$ cat config.mk
export PLATFORM = sky130hd
export DESIGN_NAME = button_conditioner
export DESIGN_NICKNAME = d
export VERILOG_FILES = /design/src/rtl/button_conditioner_pkg.sv /design/src/rtl/debounce_channel.sv /design/src/rtl/button_conditioner.sv
export SDC_FILE = /design/constraint.sdc
export NUM_CORES = 1
export LEC_CHECK = 0
export BUFFER_PORTS_ARGS = -buffer_cell sky130_fd_sc_hd__buf_2
export CORE_ASPECT_RATIO = 0.7
export CORE_UTILIZATION = 35
export DETAILED_ROUTE_END_ITERATION = 6
export GPL_ROUTABILITY_DRIVEN = 0
export SLEW_MARGIN = 5
export SYNTH_ARGS = -nofsm -noshare
export SYNTH_HDL_FRONTEND = slang
export SYNTH_HIERARCHICAL = 1
export SYNTH_SLANG_ARGS = --single-unit
$ cat constraint.sdc
create_clock -name fast_clk -period 2.9 [get_ports fast_clk]
set_input_delay 0.29 -clock fast_clk [delete_from_list [all_inputs] [get_ports fast_clk]]
set_output_delay 0.29 -clock fast_clk [all_outputs]
set_load 0.05 [all_outputs]
$ cat src/rtl/button_conditioner_pkg.sv
// Shared debounce definitions: the per-channel state encoding and the default
// debounce interval, visible to the camera/top-level benches as well.
package button_conditioner_pkg;

    localparam int DEFAULT_DEBOUNCE_CYCLES = 1_000_000;  // 10 ms @ 100 MHz

    typedef enum logic [1:0] {
        DB_RELEASED     = 2'd0,
        DB_PRESS_WAIT   = 2'd1,
        DB_PRESSED      = 2'd2,
        DB_RELEASE_WAIT = 2'd3
    } db_state_t;

endpackage

$ cat src/rtl/debounce_channel.sv
// One pushbutton channel: 2-FF synchroniser, debounce FSM with qualification
// counter, registered level and 1-cycle press/release pulses.
module debounce_channel
    import button_conditioner_pkg::*;
#(
    parameter int DEBOUNCE_CYCLES = DEFAULT_DEBOUNCE_CYCLES
) (
    input  logic fast_clk,
    input  logic rst,
    input  logic raw,
    output logic level,
    output logic press_pulse,
    output logic release_pulse
);

    localparam int CNT_W = $clog2(DEBOUNCE_CYCLES + 1);
    localparam logic [CNT_W-1:0] CNT_ONE  = CNT_W'(1);
    localparam logic [CNT_W-1:0] CNT_LAST = CNT_W'(DEBOUNCE_CYCLES - 1);

    logic             s1, s2;
    db_state_t        state, state_next;
    logic [CNT_W-1:0] cnt, cnt_next;
    logic             level_next;

    always_ff @(posedge fast_clk or posedge rst) begin
        if (rst) begin
            s1 <= 1'b0;
            s2 <= 1'b0;
        end else begin
            s1 <= raw;
            s2 <= s1;
        end
    end

    // >= rather than == so DEBOUNCE_CYCLES=1 (CNT_LAST=0) accepts on the first
    // wait cycle instead of wrapping; identical for all larger values.
    always_comb begin
        state_next = state;
        cnt_next   = cnt;
        case (state)
            DB_RELEASED: begin
                if (s2) begin
                    state_next = DB_PRESS_WAIT;
                    cnt_next   = CNT_ONE;
                end
            end
            DB_PRESS_WAIT: begin
                if (!s2) begin
                    state_next = DB_RELEASED;
                    cnt_next   = '0;
                end else if (cnt >= CNT_LAST) begin
                    state_next = DB_PRESSED;
                    cnt_next   = '0;
                end else begin
                    cnt_next   = cnt + CNT_ONE;
                end
            end
            DB_PRESSED: begin
                if (!s2) begin
                    state_next = DB_RELEASE_WAIT;
                    cnt_next   = CNT_ONE;
                end
            end
            DB_RELEASE_WAIT: begin
                if (s2) begin
                    state_next = DB_PRESSED;
                    cnt_next   = '0;
                end else if (cnt >= CNT_LAST) begin
                    state_next = DB_RELEASED;
                    cnt_next   = '0;
                end else begin
                    cnt_next   = cnt + CNT_ONE;
                end
            end
            default: begin
                state_next = DB_RELEASED;
                cnt_next   = '0;
            end
        endcase
    end

    assign level_next = (state == DB_PRESSED) || (state == DB_RELEASE_WAIT);

    always_ff @(posedge fast_clk or posedge rst) begin
        if (rst) begin
            state         <= DB_RELEASED;
            cnt           <= '0;
            level         <= 1'b0;
            press_pulse   <= 1'b0;
            release_pulse <= 1'b0;
        end else begin
            state         <= state_next;
            cnt           <= cnt_next;
            level         <= level_next;
            press_pulse   <= level_next & ~level;
            release_pulse <= ~level_next & level;
        end
    end

endmodule

$ cat src/rtl/button_conditioner.sv
// Left/right pushbutton conditioner: two independent debounce channels feeding
// the camera controller FSM.
module button_conditioner
    import button_conditioner_pkg::*;
#(
    parameter int DEBOUNCE_CYCLES = DEFAULT_DEBOUNCE_CYCLES
) (
    input  logic fast_clk,
    input  logic rst,
    input  logic btn_left_raw,
    input  logic btn_right_raw,
    output logic leftB,
    output logic rightB,
    output logic left_press,
    output logic left_release,
    output logic right_press,
    output logic right_release
);

    localparam int NUM_CH = 2;

    logic [NUM_CH-1:0] raw, level, press_pulse, release_pulse;

    // Channel 0 = left, channel 1 = right.
    assign raw = {btn_right_raw, btn_left_raw};

    generate
        for (genvar c = 0; c < NUM_CH; c++) begin : g_ch
            debounce_channel #(
                .DEBOUNCE_CYCLES(DEBOUNCE_CYCLES)
            ) u_ch (
                .fast_clk      (fast_clk),
                .rst           (rst),
                .raw           (raw[c]),
                .level         (level[c]),
                .press_pulse   (press_pulse[c]),
                .release_pulse (release_pulse[c])
            );
        end
    endgenerate

    assign leftB         = level[0];
    assign rightB        = level[1];
    assign left_press    = press_pulse[0];
    assign right_press   = press_pulse[1];
    assign left_release  = release_pulse[0];
    assign right_release = release_pulse[1];

endmodule

==> impl_table.tex, run 1 <==
\begin{tabular}{lr}
\hline
Metric & Value \\
\hline
\multicolumn{2}{l}{\textbf{Floorplanning}} \\
\quad Die boundary width & 111 um \\
\quad Core Footprint & 0.00797 sq mm \\
\quad Count of pins on the block boundary & 10 \\
\quad Initial cell density of the core & 36.7\% \\
\quad Row count & 27 \\
\quad Area of the die & 0.00873 sq mm \\
\quad Die outline height & 78.5 um \\
\multicolumn{2}{l}{\textbf{STA}} \\
\quad Final setup violation count & 0 \\
\quad Ratio of final minimum period to clock period & 75.2\% \\
\quad Shortest period the worst path allows & 2.18 ns \\
\quad Worst setup skew after layout & 0.00595 ns \\
\quad Final number of max-transition violations & 0 \\
\quad Unrepaired setup endpoints after global routing & no \\
\quad Number of endpoints with negative hold slack in the final report & 0 \\
\quad Transition time at the pin with the least slew margin & 1.05 ns \\
\quad Final-layout worst hold slack & 0.110 ns \\
\quad Max\_slew headroom & 30.1\% \\
\quad Final setup TNS & 0 ns \\
\quad Highest clock frequency the design can meet & 458 MHz \\
\multicolumn{2}{l}{\textbf{Clock tree}} \\
\quad Quantity of hold-fixing buffers added after cts & 0 \\
\quad Sink Count & 54 \\
\quad Clock input transition at the sequential cells of the worst setup and hold paths & 0.07 ns \\
\quad Clock buffers created by TritonCTS & 5 \\
\quad Root Buffer Master & clkbuf\_16 \\
\quad Maximum level of the CTS H-tree & 2 \\
\quad Post-CTS Setup Repair Bufs & 0 \\
\quad Clock insertion delay at the later pin of the skew report & 0.28 ns \\
\quad Number of resized instances in the post-cts repair step & 0 \\
\quad Max Root-Sink Buffers & 2 \\
\quad TritonCTS clock tree & yes \\
\multicolumn{2}{l}{\textbf{Detailed routing}} \\
\quad Number of remaining DRC errors & 2 \\
\quad Via density per instance & 5.73 \\
\quad Final wirelength & 6090 um \\
\quad Number of violations reported at the end of detailed-routing iteration 0 & 174 \\
\quad Via count & 2296 \\
\quad WL per Instance & 15.2 um \\
\quad Antenna-violating nets left & 0 \\
\quad Count of TritonRoute iterations in the first routing pass & 6 \\
\multicolumn{2}{l}{\textbf{Place}} \\
\quad Detailed placer's ending HPWL & 4290 um \\
\quad Port Buffer Count & 9 \\
\multicolumn{2}{l}{\textbf{Final layout}} \\
\quad Area Overhead vs Synth & 9.16\% \\
\quad Filler Cells Inserted & 770 \\
\quad Diodes inserted & 0 \\
\quad Number of nets in the final layout & 305 \\
\quad Share of layout cells above drive strength 1 & 14.0\% \\
\quad Leading cell types in the layout, fill and taps excluded & dfrtp\_1 (54), nand2\_1 (28), nor2\_1 (20) \\
\quad Commonest non-fill, non-tap cell in the layout & dfrtp\_1 \\
\multicolumn{2}{l}{\textbf{Power and ir drop}} \\
\quad Largest vdd supply drop & 0.314 mV \\
\quad Total power divided by cell area & 649 mW/mm\^{}2 \\
\quad P\_leak & 1.44 nW \\
\multicolumn{2}{l}{\textbf{Global route}} \\
\quad Via count of the first global-routing pass & 2012 \\
\quad Largest net degree at the start of global routing & 28 \\
\quad GR Overflow Total & 0 \\
\quad Overall routing resource usage & 15.1\% \\
\quad Wire length of the first global-routing pass & 10500 um \\
\quad Number of antenna violations at the first check in global routing & 0 \\
\multicolumn{2}{l}{\textbf{Synthesis}} \\
\quad Fraction of post-synthesis cell area in the top cell type by area & 46.2\% \\
\quad Yosys reg bits & 54 \\
\quad Number of warnings issued by yosys & 6 \\
\quad Post-synthesis share of cell area spent on and, or, nand and nor gates & 21.1\% \\
\quad Post-synthesis xor/xnor area fraction & 1.71\% \\
\quad Sequential element share of the synthesized area & 46.2\% \\
\quad Main area contributors after synthesis & dfrtp\_1 (46\%), a21o\_1 (3.6\%), nand2\_1 (3.6\%) \\
\quad Avg Synthesized Cell Area & 9.81 sq um \\
\quad Total standard cell area after synthesis & 0.00292 sq mm \\
\quad Cells after Synth & 298 \\
\quad Post-synthesis share of cell area spent on full adders, half adders and majority gates & 0.856\% \\
\quad Leading area contributor after synthesis & dfrtp\_1 \\
\quad Portion of netlist area occupied by mux cells & 1.03\% \\
\quad Synthesized netlist net count & 304 \\
\quad Ys flop type & dfrtp\_1 \\
\quad Count of flip-flops with a built-in enable after synthesis & 0 \\
\quad Count of different cell masters after synthesis & 45 \\
\quad Dominant combinational cell family by area after synthesis & compound AO/OA/AOI/OAI gates \\
\quad Area fraction in compound gates after synthesis & 24.8\% \\
\quad Async set-reset flop share out of synthesis & 100\% \\
\multicolumn{2}{l}{\textbf{Outcome}} \\
\quad Outcome & finished, violations left \\
\quad Violated checks & design-rule violations \\
\multicolumn{2}{l}{\textbf{Critical path}} \\
\quad WP data arrival & 2.36 ns \\
\quad Required time worst endpoint & 3.07 ns \\
\quad Top fanout value on the critical path & 5 \\
\quad Category of the worst setup path capture point & flop \\
\quad Critical path class & flop to flop \\
\quad Startpoint type of the worst setup path & flop \\
\multicolumn{2}{l}{\textbf{Min path}} \\
\quad Type of the most critical hold path & primary input to flop \\
\multicolumn{2}{l}{\textbf{Run}} \\
\quad Max capacitance violation total & 0 \\
\hline
\end{tabular}
[logic make-up (layout without fill, tap and decap cells)]
logic type / count (synthesis) / in the layout
compound gates: 96 / 96
xor+xnor: 4 / 4
fa+ha+maj: 2 / 2
buf+inv: 26 / 28
flops: 54 / 54
mux: 2 / 2
simple gates: 114 / 114
[flip-flops by register name, summed over array words and instances (netlist names), named ones only]
name and flops:
g_ch.u_ch/s1 2, g_ch.u_ch/cnt 40, g_ch.u_ch/level 2, g_ch.u_ch/press_pulse 2, g_ch.u_ch/state 2, g_ch.u_ch/s2 2, g_ch.u_ch/release_pulse 2
[path summary, 6_finish.rpt]
| kind | endpoint | slack (ns) | cells past startpoint | start |
|---|---|---|---|---|
| max in group asynchronous | g_ch[0].u_ch/cnt[11] | 2.00 | 2 | rst |
| max | flop | 0.72 | 6 | g_ch[1].u_ch/cnt[0] |
| min in group asynchronous | g_ch[1].u_ch/cnt[6] | 0.25 | 2 | rst |
| max reg2reg | flop | 0.72 | 6 | g_ch[1].u_ch/cnt[0] |
| min | g_ch[1].u_ch/s1 | 0.11 | 1 | btn_right_raw |
| min reg2reg | g_ch[1].u_ch/s2 | 0.35 | 0 | g_ch[1].u_ch/s1 |
[layout make-up]
class	instances	area [sq um]	area share, %
repair buffers	12	67.6	2.12
inverters	8	30.0	0.941
well taps	101	126	3.96
flip-flops and latches	54	1350	42.4
clock buffers	8	166	5.22
multi-input cells	218	1450	45.4
[per-layer routing]
| layer | global-route usage [%] | vias to the layer above | share of wire (%) |
|---|---|---|---|
| li1 | - | 1117 | - |
| met5 | 0 | - | 0 |
| met1 | 24.2 | 1104 | 53 |
| met2 | 19.9 | 71 | 40 |
| met3 | 3.09 | 4 | 6.5 |
| met4 | 4.05 | 0 | 0.69 |
[synth_stat cells (4+ instances only)]
cell type / number
a21oi_1: 16
nor3_1: 12
clkbuf_1: 8
a31oi_1: 14
o31ai_1: 6
nand4_1: 8
dfrtp_1: 54
or2_2: 4
nor2b_1: 4
o21ai_1: 4
buf_2: 8
o21ai_0: 10
a22o_1: 4
inv_1: 8
a41oi_1: 4
nor2_1: 20
o211ai_1: 6
nand2_1: 28
nand3_1: 16
a21o_1: 14
[per-stage QoR]
step                cell area [sq um]  setup slack, ns  std cells  utilization, %  power, W
floorplan                        2920            0.904        298               -   0.00132
detailed placement               3020            0.734        393            37.9   0.00143
finish                           3190            0.718        401            40.0   0.00207
global placement                 3020            0.767        393            37.9   0.00143
CTS                              3190            0.720        401            40.0   0.00209
global route                     3190            0.572        401            40.0   0.00220
[worst max-delay path, stage by stage (launching register included)]
cell and delay (ns):
dfrtp_1 0.40, ha_1 0.26, nand3_2 0.17, o311ai_4 0.38, a21oi_1 0.11, or3b_1 0.44, mux2_4 0.31
[where the power goes]
part / internal [W] / switching [W]
clock network: 0.000391 / 0.000253
registers: 0.000819 / 0.0000913
logic: 0.000199 / 0.000318
Note: power is estimated with default switching activity, not from simulation.
==> run 2, diff against run 1 <==
- clock period: 2.9 -> 2 ns (I/O delays scaled with it)
==> run 2 against run 1 <==
Effect of this change: the run still ends with design-rule violations left; final area increased by 10%; fmax increased by 13%; clock skew increased by 0.0054 ns; non-clock buffer count increased by 38; die area unchanged; via count increased by 6.3%; utilization increased by 4.0 points; sequential share of layout area decreased by 3.9 points; worst setup slack got worse by 0.65 ns; largest cell class unchanged; highest routed layer unchanged.
==> impl_table.tex, run 2 (same netlist as run 1, synthesis figures left out) <==
\begin{tabular}{lr}
\hline
Metric & Value \\
\hline
\multicolumn{2}{l}{\textbf{Min path}} \\
\quad Type of the most critical hold path & primary input to flop (unchanged) \\
\quad Startpoint of the worst hold path & btn\_left\_raw (was btn\_right\_raw) \\
\quad Worst Hold Path Cells & 1 (unchanged) \\
\multicolumn{2}{l}{\textbf{STA}} \\
\quad Final number of max-transition violations & 0 (unchanged) \\
\quad Max\_slew headroom & 39.4\% (was 30.1\%) \\
\quad Worst setup skew after layout & 0.0113 ns (was 0.00595 ns) \\
\quad Transition time at the pin with the least slew margin & 0.906 ns (was 1.05 ns) \\
\quad Unrepaired setup endpoints after global routing & yes (was no) \\
\quad Number of endpoints with negative hold slack in the final report & 0 (unchanged) \\
\quad Ratio of final minimum period to clock period & 96.4\% (was 75.2\%) \\
\quad Shortest period the worst path allows & 1.93 ns (was 2.18 ns) \\
\quad Final setup TNS & 0 ns (unchanged) \\
\quad Highest clock frequency the design can meet & 519 MHz (was 458 MHz) \\
\quad Final setup violation count & 0 (unchanged) \\
\multicolumn{2}{l}{\textbf{Clock tree}} \\
\quad TritonCTS clock tree & yes (unchanged) \\
\quad Clock input transition at the sequential cells of the worst setup and hold paths & 0.07 ns (about the same) \\
\quad Max Root-Sink Buffers & 2 (unchanged) \\
\quad Maximum level of the CTS H-tree & 2 (unchanged) \\
\quad Root Buffer Master & clkbuf\_16 (unchanged) \\
\quad Clock insertion delay at the later pin of the skew report & 0.30 ns (was 0.28 ns) \\
\quad Clock buffers created by TritonCTS & 5 (unchanged) \\
\quad Sink Count & 54 (unchanged) \\
\multicolumn{2}{l}{\textbf{Critical path}} \\
\quad Kind of cell adding the most delay to the critical path & simple AND/OR/NAND/NOR gates (unchanged) \\
\quad Critical path cell sequence & nor4\_4, o311ai\_4, o31a\_1, or4\_1, nand3\_1 (was ha\_1, nand3\_2, o311ai\_4, a21oi\_1, or3b\_1, mux2\_4) \\
\quad Source of the worst register-to-register timing path & g\_ch[0].u\_ch/cnt[11] (was g\_ch[1].u\_ch/cnt[0]) \\
\quad WP data arrival & 2.17 ns (was 2.36 ns) \\
\quad Crit-path max cell delay & 0.51 ns (was 0.44 ns) \\
\quad FF-to-FF setup slack & 0.07 ns (was 0.72 ns) \\
\quad CP max-delay cell & or4\_1 (was or3b\_1) \\
\quad Logic depth of the worst path, buffers included & 5 (was 6) \\
\quad Required time worst endpoint & 2.24 ns (was 3.07 ns) \\
\quad Count of cells along the worst register-to-register path & 5 (was 6) \\
\quad Crit path buf inv count & 0 (unchanged) \\
\quad Top fanout value on the critical path & 3 (was 5) \\
\quad Category of the worst setup path capture point & flop (unchanged) \\
\quad Startpoint type of the worst setup path & flop (unchanged) \\
\quad Critical path class & flop to flop (unchanged) \\
\quad Launching element of the worst setup path & g\_ch[0].u\_ch/cnt[11] (was g\_ch[1].u\_ch/cnt[0]) \\
\multicolumn{2}{l}{\textbf{Power and ir drop}} \\
\quad P\_leak & 1.63 nW (was 1.44 nW) \\
\quad Largest vdd supply drop & 0.371 mV (was 0.314 mV) \\
\quad Total power divided by cell area & 893 mW/mm\^{}2 (was 649 mW/mm\^{}2) \\
\quad Final Total Pwr & 0.00313 W (was 0.00207 W) \\
\multicolumn{2}{l}{\textbf{Floorplanning}} \\
\quad Count of pins on the block boundary & 10 (unchanged) \\
\quad Row count & 27 (unchanged) \\
\quad Die boundary width & 111 um (unchanged) \\
\quad Die outline height & 78.5 um (unchanged) \\
\quad Area of the die & 0.00873 sq mm (unchanged) \\
\quad Initial cell density of the core & 36.7\% (unchanged) \\
\quad Core Footprint & 0.00797 sq mm (unchanged) \\
\multicolumn{2}{l}{\textbf{Final layout}} \\
\quad Share of layout cells above drive strength 1 & 24.9\% (was 14.0\%) \\
\quad Number of nets in the final layout & 343 (was 305) \\
\quad Area Overhead vs Synth & 20.1\% (was 9.16\%) \\
\quad Largest register by flop count & g\_ch.u\_ch/cnt (unchanged) \\
\quad Final cell count without fillers & 439 (was 401) \\
\quad Fraction of the core area covered by cells at the end of the flow & 44.0\% (was 40.0\%) \\
\quad Total area of multi-input combinational cells & 0.00149 sq mm (was 0.00145 sq mm) \\
\quad Commonest non-fill, non-tap cell in the layout & dfrtp\_1 (unchanged) \\
\quad Diodes inserted & 0 (unchanged) \\
\quad Register area & 0.00135 sq mm (unchanged) \\
\quad Filler Cells Inserted & 751 (was 770) \\
\quad Leading cell types in the layout, fill and taps excluded & dfrtp\_1 (54), buf\_4 (39), nand2\_1 (28) (was dfrtp\_1 (54), nand2\_1 (28), nor2\_1 (20)) \\
\quad Flip-flop count of the largest register, all copies and words added & 40 (unchanged) \\
\multicolumn{2}{l}{\textbf{Global route}} \\
\quad Via count of the first global-routing pass & 2229 (was 2012) \\
\quad Largest net degree at the start of global routing & 28 (unchanged) \\
\quad Wire length of the first global-routing pass & 11300 um (was 10500 um) \\
\quad Number of antenna violations at the first check in global routing & 0 (unchanged) \\
\quad Overall routing resource usage & 16.6\% (was 15.1\%) \\
\quad GR Overflow Total & 0 (unchanged) \\
\multicolumn{2}{l}{\textbf{Outcome}} \\
\quad Violated checks & design-rule violations (unchanged) \\
\quad Outcome & finished, violations left (unchanged) \\
\multicolumn{2}{l}{\textbf{Detailed routing}} \\
\quad Number of violations reported at the end of detailed-routing iteration 0 & 223 (was 174) \\
\quad WL per Instance & 15.2 um (about the same) \\
\quad Final wirelength & 6690 um (was 6090 um) \\
\quad Antenna-violating nets left & 0 (unchanged) \\
\quad Via density per instance & 5.56 (was 5.73) \\
\quad Number of remaining DRC errors & 2 (unchanged) \\
\quad Count of TritonRoute iterations in the first routing pass & 7 (was 6) \\
\quad Via count & 2441 (was 2296) \\
\multicolumn{2}{l}{\textbf{Run}} \\
\quad Max capacitance violation total & 0 (unchanged) \\
\multicolumn{2}{l}{\textbf{Place}} \\
\quad Port Buffer Count & 9 (unchanged) \\
\quad Cells after DPL & 430 (was 393) \\
\quad Detailed placer's ending HPWL & 4810 um (was 4290 um) \\
\hline
\end{tabular}
run 2: cell types whose count changed in the layout (fill, tap and decap cells not counted), sizes merged:
cell | before | now
dlygate4sd3 | 0 | 1
buf | 12 | 49
clkinv | 0 | 1
clkbuf | 8 | 7
run 2: worst reg2reg max path, cell delays in order, from the launching register on:
cell      delay [ns]
dfrtp_1         0.40
nor4_4          0.38
o311ai_4        0.19
o31a_1          0.32
or4_1           0.51
nand3_1         0.08
run 2: repair_timing:
| action | in CTS | in global routing |
|---|---|---|
| resized for setup | 0 | 8 |
| hold buffers | 1 | 0 |
| setup endpoints to repair | 0 | 13 |
| setup buffers | 0 | 0 |
| endpoints found under the hold margin | 54 | 0 |
run 2: layout make-up:
| class | count | area share [%] |
|---|---|---|
| Timing Repair Buffer | 50 | 10.5 |
| Sequential cell | 54 | 38.5 |
| Multi-Input combinational cell | 218 | 42.4 |
| Clock inverter | 1 | 0.143 |
| Tap cell | 101 | 3.60 |
| Inverter | 8 | 0.855 |
| Clock buffer | 7 | 4.06 |
run 2: power by group:
part / switching, W / internal [W]
sequential: 0.000111 / 0.00119
clock: 0.000390 / 0.000498
combinational: 0.000523 / 0.000424
total: 0.00102 / 0.00211
run 2: worst paths after layout:
check	endpoint
worst min register to register	g_ch[0].u_ch/s2
worst max register to register	g_ch[0].u_ch/cnt[17]
worst max-delay path	g_ch[0].u_ch/cnt[17]
max in group asynchronous	g_ch[1].u_ch/s1
worst min-delay path	g_ch[0].u_ch/s1
min in group asynchronous	g_ch[0].u_ch/level
run 2: per-stage QoR:
stage | hold WS (ns) | worst slack (ns) | cell area [sq um]
after floorplan | 0.231 | 0.00390 | 2920
after global placement | 0.290 | 0.0726 | 3310
after detailed placement | 0.300 | 0.0438 | 3310
after CTS | 0.0106 | 0.0341 | 3470
after global routing | 0.0131 | -0.0152 | 3510
final | 0.0144 | 0.0720 | 3510
run 2: layer usage:
layer  wire (um)  share of wire, %  track usage (%)
met1        3670                55             26.5
met5           0                 0                0
met2        2550                38             21.2
met4          63              0.94             4.86
met3         398               6.0             3.94
==> run 3, diff against run 2 <==
- ABC_AREA: unset -> 1
- ABC_CLOCK_PERIOD_IN_PS: unset -> 2000
==> run 3 against run 2 <==
Effect of this change: the flow now finishes without violations; sequential share of layout area decreased by 1.0 points; critical path depth increased by 1; worst setup slack improved by 0.22 ns; register-to-register slack improved by 0.22 ns; first-iteration DRC count decreased by 9.4%; via count increased by 11%; synthesized cell count increased by 41%; clock power about the same; combinational power decreased by 2%; flip-flop and latch count unchanged; die area increased by 11%; critical endpoint is now g_ch[1].u_ch/cnt[13]; largest cell class unchanged; highest routed layer unchanged.
==> impl_table.tex, run 3 <==
\begin{tabular}{lr}
\hline
Metric & Value \\
\hline
\multicolumn{2}{l}{\textbf{Outcome}} \\
\quad Outcome & finished clean (was finished, violations left) \\
\multicolumn{2}{l}{\textbf{Min path}} \\
\quad Type of the most critical hold path & primary input to flop (unchanged) \\
\multicolumn{2}{l}{\textbf{Synthesis}} \\
\quad Total standard cell area after synthesis & 0.00324 sq mm (was 0.00292 sq mm) \\
\quad Main area contributors after synthesis & dfrtp\_1 (42\%), nand2\_1 (13\%), inv\_1 (6.5\%) (was dfrtp\_1 (46\%), a21o\_1 (3.6\%), nand2\_1 (3.6\%)) \\
\quad Top cells by count, synth & nand2\_1 (110), inv\_1 (56), dfrtp\_1 (54) (was dfrtp\_1 (54), nand2\_1 (28), nor2\_1 (20)) \\
\quad Avg Synthesized Cell Area & 7.72 sq um (was 9.81 sq um) \\
\quad Area fraction in compound gates after synthesis & 8.72\% (was 24.8\%) \\
\quad Count of different cell masters after synthesis & 28 (was 45) \\
\quad Synthesized netlist net count & 426 (was 304) \\
\quad Count of flip-flops with a built-in enable after synthesis & 0 (unchanged) \\
\quad Post-synthesis share of cell area spent on full adders, half adders and majority gates & 0.772\% (was 0.856\%) \\
\quad Top-count cell post-synth & nand2\_1 (was dfrtp\_1) \\
\quad Cells after Synth & 420 (was 298) \\
\quad Leading area contributor after synthesis & dfrtp\_1 (unchanged) \\
\quad Fraction of post-synthesis cell area in the top cell type by area & 41.7\% (was 46.2\%) \\
\quad Post-synthesis xor/xnor area fraction & 5.94\% (was 1.71\%) \\
\quad Yosys reg bits & 54 (unchanged) \\
\quad Sequential element share of the synthesized area & 41.7\% (was 46.2\%) \\
\quad Dominant combinational cell family by area after synthesis & simple AND/OR/NAND/NOR gates (was compound AO/OA/AOI/OAI gates) \\
\quad Ys flop type & dfrtp\_1 (unchanged) \\
\quad Number of warnings issued by yosys & 6 (unchanged) \\
\quad Async set-reset flop share out of synthesis & 100\% (unchanged) \\
\quad Post-synthesis share of cell area spent on and, or, nand and nor gates & 35.0\% (was 21.1\%) \\
\quad Portion of netlist area occupied by mux cells & 0\% (was 1.03\%) \\
\multicolumn{2}{l}{\textbf{Place}} \\
\quad Port Buffer Count & 9 (unchanged) \\
\quad Detailed placer's ending HPWL & 5090 um (was 4810 um) \\
\multicolumn{2}{l}{\textbf{Detailed routing}} \\
\quad Via count & 2711 (was 2441) \\
\quad Antenna-violating nets left & 0 (unchanged) \\
\quad Count of TritonRoute iterations in the first routing pass & 5 (was 7) \\
\quad Number of violations reported at the end of detailed-routing iteration 0 & 202 (was 223) \\
\quad Via density per instance & 4.86 (was 5.56) \\
\quad Number of remaining DRC errors & 0 (was 2) \\
\quad Final wirelength & 6810 um (was 6690 um) \\
\quad WL per Instance & 12.2 um (was 15.2 um) \\
\multicolumn{2}{l}{\textbf{Clock tree}} \\
\quad Max Root-Sink Buffers & 2 (unchanged) \\
\quad Clock input transition at the sequential cells of the worst setup and hold paths & 0.07 ns (about the same) \\
\quad Number of resized instances in the post-cts repair step & 0 (unchanged) \\
\quad Maximum level of the CTS H-tree & 2 (unchanged) \\
\quad Clock buffers created by TritonCTS & 5 (unchanged) \\
\quad Post-CTS Setup Repair Bufs & 0 (unchanged) \\
\quad Sink Count & 54 (unchanged) \\
\quad Clock insertion delay at the later pin of the skew report & 0.29 ns (was 0.30 ns) \\
\quad TritonCTS clock tree & yes (unchanged) \\
\quad Root Buffer Master & clkbuf\_16 (unchanged) \\
\multicolumn{2}{l}{\textbf{Final layout}} \\
\quad Diodes inserted & 0 (unchanged) \\
\quad Commonest non-fill, non-tap cell in the layout & nand2\_1 (was dfrtp\_1) \\
\quad Leading cell types in the layout, fill and taps excluded & nand2\_1 (110), inv\_1 (56), dfrtp\_1 (54) (was dfrtp\_1 (54), buf\_4 (39), nand2\_1 (28)) \\
\quad Fraction of the core area covered by cells at the end of the flow & 41.4\% (was 44.0\%) \\
\quad Largest register by flop count & g\_ch.u\_ch/cnt (unchanged) \\
\quad Share of layout cells above drive strength 1 & 14.2\% (was 24.9\%) \\
\quad Area Overhead vs Synth & 11.2\% (was 20.1\%) \\
\quad Number of nets in the final layout & 443 (was 343) \\
\quad Flip-flop count of the largest register, all copies and words added & 40 (unchanged) \\
\multicolumn{2}{l}{\textbf{STA}} \\
\quad Final setup TNS & 0 ns (unchanged) \\
\quad Shortest period the worst path allows & 1.71 ns (was 1.93 ns) \\
\quad Number of endpoints with negative hold slack in the final report & 0 (unchanged) \\
\quad Ratio of final minimum period to clock period & 85.5\% (was 96.4\%) \\
\quad Final setup violation count & 0 (unchanged) \\
\quad Worst setup skew after layout & 0.00893 ns (was 0.0113 ns) \\
\quad Transition time at the pin with the least slew margin & 0.366 ns (was 0.906 ns) \\
\quad Highest clock frequency the design can meet & 585 MHz (was 519 MHz) \\
\quad Final number of max-transition violations & 0 (unchanged) \\
\quad Max\_slew headroom & 75.5\% (was 39.4\%) \\
\quad Unrepaired setup endpoints after global routing & no (was yes) \\
\multicolumn{2}{l}{\textbf{Global route}} \\
\quad Via count of the first global-routing pass & 2393 (was 2229) \\
\quad GR Overflow Total & 0 (unchanged) \\
\quad Overall routing resource usage & 15.9\% (was 16.6\%) \\
\quad Largest net degree at the start of global routing & 28 (unchanged) \\
\quad Wire length of the first global-routing pass & 11800 um (was 11300 um) \\
\quad Number of antenna violations at the first check in global routing & 0 (unchanged) \\
\multicolumn{2}{l}{\textbf{Floorplanning}} \\
\quad Row count & 28 (was 27) \\
\quad Count of pins on the block boundary & 10 (unchanged) \\
\quad Area of the die & 0.00966 sq mm (was 0.00873 sq mm) \\
\quad Die boundary width & 117 um (was 111 um) \\
\quad Initial cell density of the core & 37.2\% (was 36.7\%) \\
\quad Die outline height & 82.5 um (was 78.5 um) \\
\quad Core Footprint & 0.00872 sq mm (was 0.00797 sq mm) \\
\multicolumn{2}{l}{\textbf{Run}} \\
\quad Max capacitance violation total & 0 (unchanged) \\
\multicolumn{2}{l}{\textbf{Power and ir drop}} \\
\quad P\_leak & 1.60 nW (was 1.63 nW) \\
\quad Largest vdd supply drop & 0.779 mV (was 0.371 mV) \\
\quad Total power divided by cell area & 890 mW/mm\^{}2 (was 893 mW/mm\^{}2) \\
\multicolumn{2}{l}{\textbf{Critical path}} \\
\quad CP max-delay cell & dfrtp\_1 (was or4\_1) \\
\quad Crit-path max cell delay & 0.43 ns (was 0.51 ns) \\
\quad Required time worst endpoint & 2.19 ns (was 2.24 ns) \\
\quad Critical path class & flop to flop (unchanged) \\
\quad Category of the worst setup path capture point & flop (unchanged) \\
\quad WP data arrival & 1.90 ns (was 2.17 ns) \\
\quad Top fanout value on the critical path & 18 (was 3) \\
\quad Critical path cell sequence & ha\_1, nand3\_4, inv\_1, nand3\_2, nand4\_4, o21ai\_0 (was nor4\_4, o311ai\_4, o31a\_1, or4\_1, nand3\_1) \\
\quad Startpoint type of the worst setup path & flop (unchanged) \\
\hline
\end{tabular}
run 3: logic make-up after synthesis:
kind of cell | count (synthesis)
compound gates | 46
xor+xnor | 22
fa+ha+maj | 2
buf+inv | 64
flops | 54
simple gates | 232
run 3: area by class of cell:
type | count | area [sq um]
flip-flops and latches | 54 | 1350
fillers | 880 | 5120
clock inverters | 3 | 26.3
repair buffers | 16 | 103
clock buffers | 5 | 125
multi-input cells | 302 | 1630
inverters | 58 | 218
well taps | 120 | 150
run 3: per-stage QoR:
step	worst slack (ns)	total power (W)	area (sq um)	hold slack, ns	std cells
final	0.290	0.00321	3610	0.0103	558
after floorplan	0.575	0.00211	3240	0.231	420
after CTS	0.303	0.00327	3610	0.00299	558
after global routing	0.132	0.00341	3610	0.00311	558
after global placement	0.367	0.00234	3440	0.290	548
after detailed placement	0.322	0.00234	3440	0.295	548
run 3: worst max-delay path: cells and delay by family, from the launching register on:
kind,cells,cell delay [ns]
buf+inv,1,0.06
fa+ha+maj,1,0.29
flops,1,0.43
simple gates,3,0.51
compound gates,1,0.31
run 3: final timing paths:
check | from | endpoint | cells past startpoint | slack, ns
min reg2reg | g_ch[0].u_ch/s1 | g_ch[0].u_ch/s2 | 0 | 0.36
min | btn_right_raw | g_ch[1].u_ch/s1 | 1 | 0.01
max | g_ch[1].u_ch/cnt[0] | g_ch[1].u_ch/cnt[13] | 6 | 0.29
max reg2reg | g_ch[1].u_ch/cnt[0] | g_ch[1].u_ch/cnt[13] | 6 | 0.29
max in group asynchronous | rst | g_ch[1].u_ch/cnt[3] | 4 | 1.20
min in group asynchronous | rst | g_ch[1].u_ch/release_pulse | 4 | 0.51
run 3: what timing repair did:
item                                   CTS  global route
hold buffers                             2             0
setup endpoints to repair                0             0
endpoints found under the hold margin   55             0
run 3: metal layers:
layer  vias to the layer above  wire length [um]  track usage [%]
met5                         -                 0                0
met4                         0                55             3.42
met3                         5               309             2.63
met2                        74              2520             20.9
met1                      1256              3920             26.1
li1                       1376                 -                -
run 3: power by group:
group,total [W],switching [W],internal (W),leakage [nW]
clock network,0.000889,0.000412,0.000476,0.0748
registers,0.00140,0.000158,0.00124,0.724
logic,0.000928,0.000667,0.000261,0.797
